[src/rtl/lc3b_types.sv]
// lc3b_types
//   Shared LC-3b types: opcode and word types, plus the state encoding of
//   the LDI/STI indirect-access sequencer.
package lc3b_types;

    typedef logic [15:0] lc3b_word;

    typedef enum logic [3:0] {
        op_br   = 4'b0000,
        op_add  = 4'b0001,
        op_ldb  = 4'b0010,
        op_stb  = 4'b0011,
        op_jsr  = 4'b0100,
        op_and  = 4'b0101,
        op_ldr  = 4'b0110,
        op_str  = 4'b0111,
        op_rti  = 4'b1000,
        op_not  = 4'b1001,
        op_ldi  = 4'b1010,
        op_sti  = 4'b1011,
        op_jmp  = 4'b1100,
        op_shf  = 4'b1101,
        op_lea  = 4'b1110,
        op_trap = 4'b1111
    } lc3b_opcode;

    // Indirect phase: the value doubles as the externally visible counter.
    typedef enum logic [1:0] {
        IDLE      = 2'b00,
        PTR_DONE  = 2'b01,
        DATA_DONE = 2'b10
    } lc3b_indirect_state;

endpackage

[src/rtl/sat_counter16.sv]
// sat_counter16
//   16-bit up counter that sticks at 16'hFFFF.
//   clk   : clock (rising edge)
//   reset : synchronous active-high reset, loads INIT
//   inc   : add one this cycle unless already saturated
//   count : current count
module sat_counter16 #(
    parameter logic [15:0] INIT = 16'h0000
) (
    input  logic        clk,
    input  logic        reset,
    input  logic        inc,
    output logic [15:0] count
);

    logic [15:0] r_count;

    always_ff @(posedge clk) begin
        if (reset) begin
            r_count <= INIT;
        end else if (inc && (r_count != '1)) begin
            r_count <= r_count + 16'd1;
        end
    end

    assign count = r_count;

endmodule

[src/rtl/ldi_sti_sequencer.sv]
// ldi_sti_sequencer
//   Tracks the two D-cache accesses of an LC-3b LDI/STI: the pointer read
//   and the data access. Latches the (word-aligned) pointer for the second
//   access, flags protocol violations, and counts retired indirect ops.
//   clk                   : clock (rising edge)
//   reset                 : synchronous active-high reset
//   EX_MEM_opcode         : opcode in EX/MEM
//   dcache_resp           : D-cache access complete this cycle
//   mem_rdata             : D-cache read data
//   load_LDI_STI_ADDRESS  : pointer-read phase active
//   reset_LDI_STI_counter : indirect op retiring
//   counter               : 00 pointer read, 01 data access, 10 complete
//   indirect_address      : latched pointer
//   indirect_busy         : counter != 00
//   seq_error             : sticky protocol-violation flag
//   indirect_count        : saturating count of retired indirect ops
module ldi_sti_sequencer
    import lc3b_types::*;
#(
    parameter logic [15:0] COUNT_INIT = 16'h0000
) (
    input  logic        clk,
    input  logic        reset,
    input  lc3b_opcode  EX_MEM_opcode,
    input  logic        dcache_resp,
    input  lc3b_word    mem_rdata,
    input  logic        load_LDI_STI_ADDRESS,
    input  logic        reset_LDI_STI_counter,
    output logic [1:0]  counter,
    output lc3b_word    indirect_address,
    output logic        indirect_busy,
    output logic        seq_error,
    output logic [15:0] indirect_count
);

    lc3b_indirect_state r_state;
    lc3b_indirect_state w_next;
    lc3b_word           r_addr;
    logic               r_err;
    logic               w_is_ind;
    logic               w_load_ptr;
    logic               w_set_err;
    logic               w_inc;

    assign w_is_ind = (EX_MEM_opcode == op_ldi) || (EX_MEM_opcode == op_sti);

    always_comb begin
        w_next     = r_state;
        w_load_ptr = 1'b0;
        w_set_err  = 1'b0;
        if (reset_LDI_STI_counter) begin
            // Retirement wins over any same-cycle advance; retiring with
            // nothing in flight is a protocol violation.
            w_next    = IDLE;
            w_set_err = (r_state == IDLE);
        end else begin
            case (r_state)
                IDLE: begin
                    if (w_is_ind && load_LDI_STI_ADDRESS && dcache_resp) begin
                        w_next     = PTR_DONE;
                        w_load_ptr = 1'b1;
                    end
                end
                PTR_DONE: begin
                    if (!w_is_ind) begin
                        w_next    = IDLE;
                        w_set_err = 1'b1;
                    end else if (dcache_resp) begin
                        w_next = DATA_DONE;
                    end
                end
                DATA_DONE: begin
                    if (!w_is_ind) begin
                        w_next    = IDLE;
                        w_set_err = 1'b1;
                    end
                end
                default: begin
                    w_next = IDLE;
                end
            endcase
        end
    end

    assign w_inc = (r_state == DATA_DONE) && (w_next == IDLE);

    always_ff @(posedge clk) begin
        if (reset) begin
            r_state <= IDLE;
            r_addr  <= '0;
            r_err   <= 1'b0;
        end else begin
            r_state <= w_next;
            if (w_load_ptr) begin
                r_addr <= {mem_rdata[15:1], 1'b0};
            end
            if (w_set_err) begin
                r_err <= 1'b1;
            end
        end
    end

    sat_counter16 #(
        .INIT (COUNT_INIT)
    ) u_count (
        .clk   (clk),
        .reset (reset),
        .inc   (w_inc && !reset),
        .count (indirect_count)
    );

    assign counter          = r_state;
    assign indirect_address = r_addr;
    assign indirect_busy    = (r_state != IDLE);
    assign seq_error        = r_err;

endmodule

[config.mk]
export PLATFORM = sky130hd
export DESIGN_NAME = ldi_sti_sequencer
export DESIGN_NICKNAME = d
export VERILOG_FILES = /design/src/rtl/lc3b_types.sv /design/src/rtl/sat_counter16.sv /design/src/rtl/ldi_sti_sequencer.sv
export SDC_FILE = /design/constraint.sdc
export NUM_CORES = 1
export LEC_CHECK = 0
export CAP_MARGIN = 20
export CORE_UTILIZATION = 40
export CTS_BUF_LIST = sky130_fd_sc_hd__clkbuf_8
export DETAILED_ROUTE_END_ITERATION = 8
export DONT_BUFFER_PORTS = 1
export GPL_TIMING_DRIVEN = 0
export MAX_ROUTING_LAYER = met4
export PLACE_DENSITY = 0.57
export SYNTH_ARGS = -nofsm -noshare
export SYNTH_HDL_FRONTEND = slang
export SYNTH_SLANG_ARGS = --single-unit
[constraint.sdc]
create_clock -name clk -period 3.3 [get_ports clk]
set_clock_uncertainty 0.2 [all_clocks]
set_input_delay 0.33 -clock clk [delete_from_list [all_inputs] [get_ports clk]]
set_output_delay 0.33 -clock clk [all_outputs]
set_load 0.03 [all_outputs]
==> results of run 1 <==
## layout by cell type (no fill, tap or decap), types with 2 or more instances in the layout
master,n
sky130_fd_sc_hd__o31ai_1,6
sky130_fd_sc_hd__o211ai_1,3
sky130_fd_sc_hd__mux2i_1,2
sky130_fd_sc_hd__xor2_1,7
sky130_fd_sc_hd__nor2_1,17
sky130_fd_sc_hd__clkbuf_1,7
sky130_fd_sc_hd__ha_1,5
sky130_fd_sc_hd__clkbuf_8,6
sky130_fd_sc_hd__dlygate4sd3_1,15
sky130_fd_sc_hd__a21oi_1,22
sky130_fd_sc_hd__inv_1,7
sky130_fd_sc_hd__or2_2,3
sky130_fd_sc_hd__nand4_1,8
sky130_fd_sc_hd__nand3b_1,2
sky130_fd_sc_hd__nor2b_1,2
sky130_fd_sc_hd__or4_1,4
sky130_fd_sc_hd__nand3_1,4
sky130_fd_sc_hd__nand2_1,39
sky130_fd_sc_hd__dfxtp_1,34
## stage by stage
| step | cells | hold slack [ns] | utilization [%] | area, µm² |
|---|---|---|---|---|
| floorplan | 188 | 0.270 | - | 1570 |
| global route | 259 | 0.0443 | 50.5 | 1880 |
| finish | 259 | 0.0329 | 50.5 | 1880 |
| CTS | 259 | 0.0254 | 50.5 | 1880 |
| detailed placement | 236 | 0.277 | 43.9 | 1630 |
| global placement | 236 | 0.274 | 43.9 | 1630 |
## power breakdown
group / internal [µW] / total [µW] / switching (µW) / leakage [µW]
Clock: 168 / 319 / 152 / 0.0000472
Combinational: 17.3 / 33.6 / 16.3 / 0.000288
Sequential: 412 / 419 / 6.28 / 0.000274
## path summary, 6_finish.rpt
| check | slack, ns | to | depth (start not counted) |
|---|---|---|---|
| max | 0.48 | u_count.count[13] | 8 |
| min | 0.03 | seq_error | 2 |
| max reg2reg | 0.48 | u_count.count[13] | 8 |
| min reg2reg | 0.40 | indirect_address[11] | 2 |
## area by class of cell
| class | count | area [µm²] |
|---|---|---|
| Clock inverter | 2 | 12.5 |
| Multi-Input combinational cell | 138 | 827 |
| Timing Repair Buffer | 15 | 150 |
| Clock buffer | 6 | 82.6 |
| Buffer | 9 | 38.8 |
| Sequential cell | 34 | 681 |
| Tap cell | 48 | 60.1 |
| Inverter | 7 | 26.3 |
| Fill cell | 382 | 1840 |
## kinds of logic (layout without fill, tap and decap cells)
group,after synthesis,in the layout,share of synthesized area (%)
multiplexers,2,2,1.27
buffers and inverters,16,39,4.14
AO/OA/AOI/OAI,36,36,14.9
XOR/XNOR,7,7,3.90
adder cells (fa/ha/maj),5,5,3.98
AND/OR/NAND/NOR,87,87,28.3
flip-flops,34,34,43.3
other,1,1,0.238
## registers in the layout, summed over array words and instances, names as in the netlist
register and count:
u_count.count 16, indirect_address 15, counter 2, seq_error 1
## worst max-delay path, delay by kind of cell (launching register included)
kind | cells | cell delay [ns]
simple gates | 4 | 1.32
flops | 1 | 0.63
fa+ha+maj | 1 | 0.25
compound gates | 2 | 0.21
buf+inv | 1 | 0.13
## metal layers
| layer | vias up | wire, µm | track usage [%] |
|---|---|---|---|
| li1 | 694 | - | - |
| met1 | 651 | 1470 | 20.7 |
| met2 | 50 | 1820 | 31.5 |
| met3 | 7 | 292 | 7.75 |
| met4 | 0 | 61 | 8.89 |
| met5 | - | 0 | - |
==> results.md, run 1 <==
- The primary flip-flop cell chosen by synthesis mapping is sky130_fd_sc_hd__dfxtp_1.
- Counting flops with a built-in enable in the synthesized netlist gives 0.
- The buffer count from post-CTS setup fixing is 0.
- The worst hold path begins at reset_LDI_STI_counter.
- The pin count of the biggest net entering global routing is 12.
- The worst hold path belongs to the class input pin to flop.
- The number of distinct standard cells referenced by the synthesized netlist is 33.
- The area of the mapped netlist is 1570 µm².
- The final count of hold timing violations is 0.
- The portion of synthesized cell area occupied by the leading cell type is a little over two fifths.
- The area of the core is between 3000 and 4000 µm².
- The number of antenna diodes in the final layout is 0.
- The startpoint type of the worst setup path is a flop.
- The cell leakage power is 0.000609 µW.
- The count of pins on the block boundary is 61.
- Across the VDD grid, the largest voltage drop is approximately 0.18 mV.
- Routability-driven placement finished with a final weighted congestion of 0.724.
- The worst setup path is captured at a flop.
- Once the floorplan was initialized, standard cells occupied a little over two fifths of the core.
- At the pin with the least slew margin, the transition time is just under 0.8 ns.
- Across every metal layer, demand over resource in global routing totals about 19%.
- The number of antenna violations at the first check in global routing is 0.
- In this design, the stage delay of the slowest critical-path cell is 0.63 ns.
- The average size of a mapped cell is about 8.4 µm².
- The detail-routed via count per cell is around 5.4.
- The final total power is ~770 µW.
- After synthesis, flip-flops and latches occupy approximately 43% of the total area.
- The post-cts sizing count is 0.
- The share of layout cells above drive strength 1 is under 10%.
- The arrival time at the worst endpoint is about 2.8 ns.
- From left edge to right edge, the die measures around 65 µm.
- After routing, the total negative slack on setup checks comes to 0 ns.
- The number of endpoints failing setup at the final stage is 0.
- The first global-routing pass estimated approximately 6000 µm of wire.
- The number of pins with negative max-slew slack in the final report came to 0.
- Of all nets on the critical path, the largest fanout is 7.
- The H-tree was split into 2 levels.
- The cell at the slowest stage of the critical path is sky130_fd_sc_hd__dfxtp_1.
- The cell count after synthesis is 188.
- Buffers inserted during clock tree synthesis total 5.
- By area the synthesized netlist is led by sky130_fd_sc_hd__dfxtp_1 (43%), sky130_fd_sc_hd__nand2_1 (9.3%), sky130_fd_sc_hd__a21oi_1 (7.0%), sky130_fd_sc_hd__nor2_1 (4.1%), sky130_fd_sc_hd__ha_1 (4.0%).
- In this run the vertical extent of the chip is 64.7 µm.
- In the post-route analysis, the smallest setup slack over all paths is 0.482 ns.
- The first-pass detailed-route iteration total is 4.
- The library cell with the largest summed area after synthesis is sky130_fd_sc_hd__dfxtp_1.
- Summed over all layers, the routed wires come to roughly 3600 µm.
- The maximum clock rate is roughly 350 MHz.
- After clock tree synthesis, the clock-pin slew on the worst setup and hold paths is around 0.07 ns.
- The remaining max-slew budget at the tightest pin is 47.5%.
- The clock latency at the later pin of the worst-skew pair is around 0.28 ns.
- The area of the die is approximately 4200 µm².
- In this run, the number of DRC markers left after iteration 0 of detailed routing was 72.
- The maximum buffer depth of the clock tree is 2.
- The commonest cells after synthesis are sky130_fd_sc_hd__nand2_1 (39), sky130_fd_sc_hd__dfxtp_1 (34), sky130_fd_sc_hd__a21oi_1 (22).
- The CTS tree is done.
- The number of global-route vias before repair is between 1000 and 1500.
- In the routed design, unresolved DRC markers number 0.
- Prior to clock tree synthesis, the placed netlist has a worst setup slack of between 0.4 and 0.5 ns.
- Setup repair after global routing left no endpoint under its margin.
- The cell row count is 22.
- The reported max-cap violation count is 0.
- The number of port buffers is 0.
- The detail-routed net length per standard cell is between 10 and 15 µm.
- The layout net count is 240.
- In this run the power density over the cells is a little over 400 nW/µm².
- The number of clock sinks is 34.
- The residual overflow from global routing is 0.
- The startpoint identified for the worst register-to-register timing path is counter[1].
- In this run the remaining antenna-violating nets after routing total 0.
- The net count of the mapped netlist is about 220.
- The startpoint of the worst setup timing path is counter[1].
- The portion of the clock cycle consumed by the worst path in the final layout is a little under nine tenths.
- The growth of design area from synthesis to finish is 19.4%.
- For this design, the CTS-stage hold fixing added 15 buffers.
- During synthesis, Yosys emitted a total of 0 warnings.
- The startpoint-to-endpoint class of the critical path is flop to flop.
- Yosys instantiated no cell more often than sky130_fd_sc_hd__nand2_1.
- The clock tree root driver cell is sky130_fd_sc_hd__clkbuf_8.
- For this run, asynchronously set or reset flops after synthesis account for 0%.
- Walking the worst path, the cells encountered are inv_1 > ha_1 > or4bb_1 > a31oi_4 > nor4_2 > nand2_2 > or4_1 > a21oi_1.
- Detailed placement ended at an HPWL of approximately 2700 µm.
- The number of vias in the routed layout is between 1000 and 1500.
- The post-synthesis sequential element count is 34.
- For the finished layout, the period the worst path requires is roughly 2.8 ns.
- STA puts the critical path data required time at roughly 3.3 ns.
- The run finished with clean final reports.
No activity file was read; power rests on OpenSTA's default activity.
==> run 2: changes to the inputs <==
CORE_ASPECT_RATIO = 0.75   (was default)
==> results.md, run 2 (synthesized netlist as in run 1, its figures left out) <==
- The first-pass detailed-route iteration total came to 4 (unchanged).
- The number of H-tree branching levels came to 2 (unchanged).
- The maximum buffer depth of the clock tree is 2 (unchanged).
- The worst hold path begins at reset_LDI_STI_counter.
- The critical path depth in cells came to 8 (unchanged).
- For hold timing, the worst endpoint is seq_error.
- The transition at the pin with the smallest max-transition slack came to 0.774 ns (-0.00652 ns).
- Relative to the synthesized area, the layout overhead comes to 19.7%.
- The starting density of the core is 42.4% (+0.086 points).
- The detail-routed net length per standard cell is 14.1 µm (+0.23%).
- The number of buffers created by CTS is 5 (unchanged).
- In this run the worst hold path is classified as input pin to flop.
- The endpoint of the worst-slack reg-to-reg timing path is u_count.count[15].
- The final count of hold timing violations was 0 (unchanged).
- The detail-routed via count per cell is 5.18 (-4.3%).
- The internal power component is 597 µW (about the same).
- The post-placement cell count is 240 (+1.7%).
- The run finished with clean final reports.
- The most common cell after layout, fill and taps aside is sky130_fd_sc_hd__nand2_1.
- The cell row count is 19 (-14%).
- The proportion of total power due to net switching is 22.3% (-0.28 points).
- Among all stages on the critical path, the largest delay is contributed by sky130_fd_sc_hd__dfxtp_1.
- The die extent in x is 74.4 µm (+15%).
- The arrival time at the worst endpoint is 2.93 ns (+0.10 ns).
- The buffer count from post-CTS setup fixing is 0 (unchanged).
- The required time of the critical path came to 3.31 ns (about the same).
- The final routed wirelength across all metal layers came to 3710 µm (+1.8%).
- The number of endpoints failing setup at the final stage is 0 (unchanged).
- The net switching power of the design is 172 µW (-1.6%).
- The final critical-path required period was 2.91 ns (+0.0961 ns).
- The layout net count is 240 (unchanged).
- The post-CTS clock slew at the launch and capture registers of the worst setup and hold paths came to 0.07 ns (about the same).
- The area used by sequential logic in the layout is 681 µm² (unchanged).
- The overall global routing resource usage came to 20.3% (+0.83 points).
- The placed wire-length estimate is 2650 µm (-0.67%).
- The portion of the clock cycle consumed by the worst path in the final layout is 88.3% (+2.9 points).
- The number of antenna repair diodes is 0 (unchanged).
- The critical-path maximum fanout is 7 (unchanged).
- By startpoint and endpoint, the worst setup path is classified as flop to flop.
- The layout filler cell count came to 389 (+1.8%).
- The number of flip-flops under the largest register name is 16 (unchanged).
- The remaining max-slew budget at the tightest pin was 47.9% (+0.44 points).
- The peak supply drop is 0.205 mV (+11%).
- The number of antenna violations at the first check in global routing is 0 (unchanged).
- The multi-input gate area in the final layout is 827 µm² (unchanged).
- The maximum clock rate came to 343 MHz (-3.3%).
- The number of pins with negative max-slew slack in the final report is 0 (unchanged).
- In this run the clock root is driven by a sky130_fd_sc_hd__clkbuf_8.
- The count of pins on the block boundary is 61 (unchanged).
- The kind of end point of the critical path is a flop.
- The number of port buffers is 0 (unchanged).
- The depth of the most critical reg-to-reg path came to 8 (unchanged).
- The number of cells on the worst hold path came to 2 (unchanged).
- The relative contribution of the clock network to total power came to 41.1% (-0.3 points).
- The post-route core utilization is 50.8% (+0.24 points).
- The internal reg-to-reg setup slack is 0.39 ns (-0.10 ns).
- The share of power burned in registers is 54.5% (+0.2 points).
- The share of power burned in combinational logic is 4.4% (about the same).
- The residual overflow from global routing is 0 (unchanged).
- The pin count of the biggest net entering global routing is 12 (unchanged).
- In the layout the commonest cells are sky130_fd_sc_hd__nand2_1 (39), sky130_fd_sc_hd__dfxtp_1 (34), sky130_fd_sc_hd__a21oi_1 (22).
- The beginning of the worst register-to-register path is counter[1].
- Setup repair after global routing left no endpoint under its margin.
- The cell leakage power is 0.000609 µW (unchanged).
- The number of standard cells in the layout, taps in and fillers out was 263 (+1.5%).
- The worst stage delay on the critical path is 0.63 ns (about the same).
- Walking the worst path, the cells encountered are inv_1 > ha_1 > or4bb_1 > a31oi_4 > nor4_2 > nand2_2 > or4_1 > a21oi_1.
- The clock latency at the later pin of the worst-skew pair came to 0.28 ns (about the same).
- The antenna violation net count after detailed routing is 0 (unchanged).
- The ratio of total power to cell area is 408 nW/µm² (-0.63%).
- The area of the core is 3710 µm² (-0.20%).
- The first-iteration detailed-routing DRC count is 128 (+78%).
- The final weighted congestion in routability-driven placement came to 0.793 (+9.6%).
- The count of unresolved DRC violations after routing came to 0 (unchanged).
- The startpoint type of the worst setup path is a flop.
- The reported max-cap violation count is 0 (unchanged).
- On the critical path the largest part of the delay comes from simple AND/OR/NAND/NOR gates.
- TritonCTS built the clock tree.
- The share of layout cells above drive strength 1 came to 9.48% (unchanged).
- The setup TNS after final layout is 0 ns (unchanged).
- The global-route wire length before repair came to 6290 µm (+4.7%).
- The number of clock sinks is 34 (unchanged).
- The number of buffer and inverter stages on the critical path is 1 (unchanged).
- The area of the die came to 4190 µm² (about the same).
- The die extent in y is 56.3 µm (-13%).
- The number of global-route vias before repair is 1402 (+3.5%).
- The number of vias in the routed layout is 1362 (-2.9%).
[run 2: per-stage QoR]
step                      setup WS (ns)  power, µW  hold slack, ns  area [µm²]
after floorplan                   0.768        443           0.270        1570
after global placement            0.524        447           0.274        1640
after detailed placement          0.454        447           0.277        1640
after CTS                         0.439        780          0.0345        1880
after global routing              0.233        807          0.0462        1880
final                             0.386        769          0.0411        1880
[run 2: timing repair]
action,CTS,global route
hold buffers,15,0
hold endpoints to repair,15,0
resized for setup,0,0
[run 2: per-layer routing]
layer  GRT usage, %  wire (µm)
met5              -          0
met3           7.54        280
met2           30.4       1700
met1           24.9       1700
met4           7.01         40
[run 2: power groups by stage]
stage          clock network, µW  logic [µW]  registers (µW)
2_1_floorplan                  0        15.1             428
3_3_place_gp                   0        18.6             428
3_5_place_dp                   0        19.4             428
4_1_cts                      328        33.5             418
5_1_grt                      351        37.3             419
6_report                     316        33.9             419
[run 2: worst max-delay path by stage]
stage	from	end
final	counter[1]	u_count.count[15]
after global routing	counter[0]	u_count.count[15]
after CTS	counter[1]	u_count.count[15]
after detailed placement	counter[1]	u_count.count[13]
after global placement	counter[0]	u_count.count[15]
after floorplan	counter[0]	u_count.count[14]
[run 2: layout make-up]
type / instances / share of cell area [%]
Clock buffer: 6 / 4.39
Inverter: 7 / 1.40
Sequential cell: 34 / 36.1
Multi-Input combinational cell: 138 / 43.9
Buffer: 9 / 2.06
Tap cell: 52 / 3.46
Timing Repair Buffer: 15 / 7.97
Clock inverter: 2 / 0.664
